<file path="src/rtl/oc_dispatch_sched.sv">
// oc_dispatch_sched: one-hot ALU/MEM read grants from ready collectors, oldest-first per warp, round-robin across collectors
module oc_dispatch_sched #(
  parameter int NUM_OC = 4,
  parameter int WID_W = 3
) (
  input  logic                    clk,
  input  logic                    rst,
  input  logic [NUM_OC-1:0]       Alloc_OC,
  input  logic [NUM_OC-1:0]       RDY_OC,
  input  logic [NUM_OC-1:0]       Valid_OC,
  input  logic [NUM_OC-1:0]       IsMem_OC,
  input  logic [NUM_OC*WID_W-1:0] WarpID_OC,
  input  logic                    ALU_Stall,
  input  logic                    MEM_Ready,
  output logic [NUM_OC-1:0]       ALU_Grt_Sched_OC,
  output logic [NUM_OC-1:0]       MEM_Grt_Sched_OC,
  output logic [1:0]              Grt_Valid
);
  localparam int PW = NUM_OC > 1 ? $clog2(NUM_OC) : 1;
  logic [NUM_OC-1:0] older [NUM_OC];
  logic [NUM_OC-1:0] blk, elig, alu_pick, mem_pick;
  logic [PW-1:0] alu_ptr, mem_ptr, alu_nxt, mem_nxt, ai, mi;
  function automatic logic [PW-1:0] wrap(input int v);
    return PW'(v % NUM_OC);
  endfunction
  always_comb begin
    blk = '0;
    for (int i = 0; i < NUM_OC; i++)
      for (int j = 0; j < NUM_OC; j++)
        blk[i] = blk[i] | (j != i && Valid_OC[j] && older[j][i] &&
                 WarpID_OC[j*WID_W +: WID_W] == WarpID_OC[i*WID_W +: WID_W]);
  end
  assign elig = RDY_OC & Valid_OC & ~ALU_Grt_Sched_OC & ~MEM_Grt_Sched_OC & ~blk;
  always_comb begin
    alu_pick = '0;
    mem_pick = '0;
    alu_nxt = alu_ptr;
    mem_nxt = mem_ptr;
    ai = '0;
    mi = '0;
    for (int k = NUM_OC - 1; k >= 0; k--) begin
      ai = wrap(int'(alu_ptr) + k);
      mi = wrap(int'(mem_ptr) + k);
      if (elig[ai] && !IsMem_OC[ai]) begin
        alu_pick = NUM_OC'(1) << ai;
        alu_nxt = wrap(int'(ai) + 1);
      end
      if (elig[mi] && IsMem_OC[mi]) begin
        mem_pick = NUM_OC'(1) << mi;
        mem_nxt = wrap(int'(mi) + 1);
      end
    end
  end
  always_ff @(posedge clk) begin
    if (rst) begin
      ALU_Grt_Sched_OC <= '0;
      MEM_Grt_Sched_OC <= '0;
      alu_ptr <= '0;
      mem_ptr <= '0;
      older <= '{default: '0};
    end else begin
      ALU_Grt_Sched_OC <= ALU_Stall ? '0 : alu_pick;
      MEM_Grt_Sched_OC <= MEM_Ready ? mem_pick : '0;
      if (!ALU_Stall) alu_ptr <= alu_nxt;
      if (MEM_Ready) mem_ptr <= mem_nxt;
      for (int r = 0; r < NUM_OC; r++)
        for (int c = 0; c < NUM_OC; c++)
          older[r][c] <= Alloc_OC[r] ? 1'b0 :
                         (Alloc_OC[c] && Valid_OC[r] && r != c) ? 1'b1 : older[r][c];
    end
  end
  assign Grt_Valid = {|MEM_Grt_Sched_OC, |ALU_Grt_Sched_OC};
endmodule
</file>
<file path="config.mk">
export PLATFORM = sky130hd
export DESIGN_NAME = oc_dispatch_sched
export DESIGN_NICKNAME = d
export VERILOG_FILES = /design/src/rtl/oc_dispatch_sched.sv
export SDC_FILE = /design/constraint.sdc
export NUM_CORES = 1
export LEC_CHECK = 0
export ABC_AREA = 0
export CAP_MARGIN = 10
export CORE_ASPECT_RATIO = 0.6
export CORE_MARGIN = 4
export CORE_UTILIZATION = 56
export CTS_CLUSTER_SIZE = 8
export DETAILED_ROUTE_END_ITERATION = 7
export PLACE_DENSITY = 0.89
export SLEW_MARGIN = 40
export SYNTH_ARGS = -nofsm -noshare
export SYNTH_HDL_FRONTEND = slang
export SYNTH_SLANG_ARGS = --single-unit
</file>
<file path="constraint.sdc">
create_clock -name clk -period 4.2 [get_ports clk]
set_input_delay 0.63 -clock clk [delete_from_list [all_inputs] [get_ports clk]]
set_output_delay 0.63 -clock clk [all_outputs]
set_load 0.02 [all_outputs]
</file>
==> run_results.csv <==
group,metric,value,unit
global_route,grt_overflow,0,
synthesis,synthTopCellsByArea,"dfxtp_1, ha_1, xor2_1",
clock_tree,ctsHoldBuffers,0,
clock_tree,clock_path_buffers,2,
critical_path,crit_type,"input port to flop",
die,die_area,4940,sq um
critical_path,cp_data_arrival_time,3.66,ns
clock_tree,htreeDepth,1,
critical_path,slowest_delay,0.60,ns
critical_path,crit_path_top_delay_cell,"or4_4",
synthesis,syn_area,2160,sq um
clock_tree,postCtsSetupBuffers,0,
die,die_w,88.1,microns
placed_design,io_buffers,41,
status,status,"complete, no violations",
hold_path,min_path_cells,2,
timing,fmax,0.288,GHz
global_route,grt_first_pass_wirelength,10500,microns
hold_path,hp-class,"flop to flop",
placed_design,gp_congestion,0.977,
placed_design,dp_hpwl,5160,microns
routing,drc,0,
timing,finalSetupTns,0,ns
synthesis,synthTopCellsByCount,"nand2_1, dfxtp_1, a21oi_1, nor3_1, xor2_1",
clock_tree,cts-resized-gates,0,
synthesis,syn_avg_cell_area,7.78,sq um
layout,multi_input_area,1590,sq um
die,rows,17,
clock_tree,clk_pin_slew,0.09,ns
timing,final-hold-violation-count,0,
synthesis,synthCells,277,
layout,postLayoutCoreUtil,72.9,%
clock_tree,cts-root-buf,"clkbuf_8",
timing,finalMaxSlewViolations,0,
clock_tree,tritoncts,"done",
timing,finClkSkew,0.00468,ns
layout,diodes,0,
routing,drtIter0Drc,236,
routing,drtAntennaViolNets,0,
synthesis,yosysUniqueCellTypes,48,
routing,vias,2415,
timing,setup_viol,0,
placed_design,dp_slack,0.527,ns
clock_tree,cts.sinks,24,
layout,seqCellArea,480,sq um
synthesis,ys.warnings.count,0,
global_route,track_usage,26.8,%
die,start_util,58.6,%
timing,finalCriticalPeriod,3.47,ns
timing,fin_crit_sh,82.7,%
global_route,grt_max_degree,20,
flow_run,cap_violations,0,
synthesis,ys_seq_area_share,22.3,%
synthesis,synth_seq_cells,24,
critical_path,path_cells,"clkdlybuf4s50_1, xor2_1, nor4_1, or4_4, or3_1, a32o_2, a31o_1, a2111o_1, a31oi_1",
clock_tree,clkLatencyLatePin,0.27,ns
power,cellLeakagePower,0.925,nW
timing,slew_headroom,46.3,%
timing,worstMarginPinSlew,0.802,ns
layout,final_nets,366,
critical_path,required,4.39,ns
global_route,grt_pass1_vias,2086,
routing,routed_wl,6680,microns
routing,wl_per_cell,18.3,microns
critical_path,reg2regPathDepth,7,
routing,vias_per_cell,6.60,
synthesis,synth_edf_count,0,
synthesis,syn_nets,323,
critical_path,worstSetupStartpointType,"input port",
layout,drive_gt1_share,7.21,%
synthesis,synth_ff_type,"dfxtp_1",
synthesis,synth_most_common_cell,"nand2_1",
timing,rsz0062_at_grt,"false",
layout,syn_to_final_growth,24.4,%
power,finalPower,0.000669,W
timing,holdWs,0.520,ns
critical_path,cp-end-kind,"flop",
die,chipHeight,56.1,microns
die,core_area,3680,sq um
synthesis,synthArstFlopShare,0,%
global_route,antenna_found_initial,0,
synthesis,yosys.area.top_type,"dfxtp_1",
synthesis,synth_top_area_share,22.3,%
power,power.density,250,nW/um^2
critical_path,crit_fanout,10,
clock_tree,cts_made_buffers,3,
power,peakVddDrop,0.182,mV
routing,drtPass1Iterations,4,
layout,fillCellCount,293,
timing,setup_ws,0.728,ns
die,ioPinCount,42,
-- state kept, by name, summed over array words and instances (netlist names) --
| register | count |
|---|---|
| older | 12 |
| ALU_Grt_Sched_OC | 4 |
| MEM_Grt_Sched_OC | 4 |
| alu_ptr | 2 |
| mem_ptr | 2 |
-- path summary, 6_finish.rpt --
| check | from | endpoint | slack (ns) |
|---|---|---|---|
| setup / recovery | WarpID_OC[4] | alu_ptr[1] | 0.73 |
| hold / removal | older[0] | older[0] | 0.52 |
| setup reg to reg | alu_ptr[1] | alu_ptr[1] | 1.42 |
| hold reg to reg | older[0] | older[0] | 0.52 |
-- where the power goes --
part | switching [W] | internal, W | leakage, nW
Clock | 0.0000784 | 0.0000839 | 0.0288
Combinational | 0.000144 | 0.000110 | 0.701
Sequential | 0.0000148 | 0.000239 | 0.195
-- cell usage in the layout (no fill, tap or decap), types with 3 or more instances in the layout --
cell	netlist	routed
clkbuf_8	0	4
clkdlybuf4s50_1	0	41
mux4_2	6	6
or3_1	5	5
nor3_1	19	19
o211ai_1	3	3
nand2_1	31	31
nor4_2	3	3
o21ai_0	14	14
xor2_1	18	18
or4_1	5	5
nand3_1	13	13
buf_4	0	6
ha_1	14	14
a21oi_1	22	22
a221oi_1	4	4
nor4_1	14	14
dfxtp_1	24	24
a31oi_1	12	12
inv_1	11	11
nor2_1	16	16
-- final cells by class --
type / instances / area share (%)
clock buffer: 4 / 2.05
timing repair buffer: 47 / 17.0
multi-input combinational: 232 / 59.2
inverter: 12 / 1.68
tap: 47 / 2.19
sequential: 24 / 17.9
-- per-stage QoR --
stage               cells  area [sq um]
global placement      362          2630
floorplan             277          2160
detailed placement    362          2630
global route          366          2680
finish                366          2680
CTS                   366          2680
-- cell families (layout without fill, tap and decap cells) --
group	Yosys count	after routing	synth area share, %
muxes	6	6	6.27
buffers and inverters	21	63	4.06
AOI/OAI and AO/OA	80	80	24.7
xor gates and xnor gates	18	18	7.31
DFF	24	24	22.3
adders and majority gates	14	14	8.13
and+or+nand+nor	114	114	27.3
-- worst max-delay path: cells and delay by family --
| family | cells | cell delay [ns] |
|---|---|---|
| buffers and inverters | 1 | 0.58 |
| AO/OA/AOI/OAI | 4 | 1.14 |
| XOR/XNOR | 1 | 0.26 |
| AND/OR/NAND/NOR | 3 | 1.05 |
-- layer usage --
metal	routed length [microns]	global-route usage, %	up-vias
li1	-	-	1148
met1	3070	42.4	1087
met2	2640	35.8	172
met3	930	7.84	8
met4	44	3.66	0
met5	0	0	-
No activity file was read; power rests on OpenSTA's default activity.
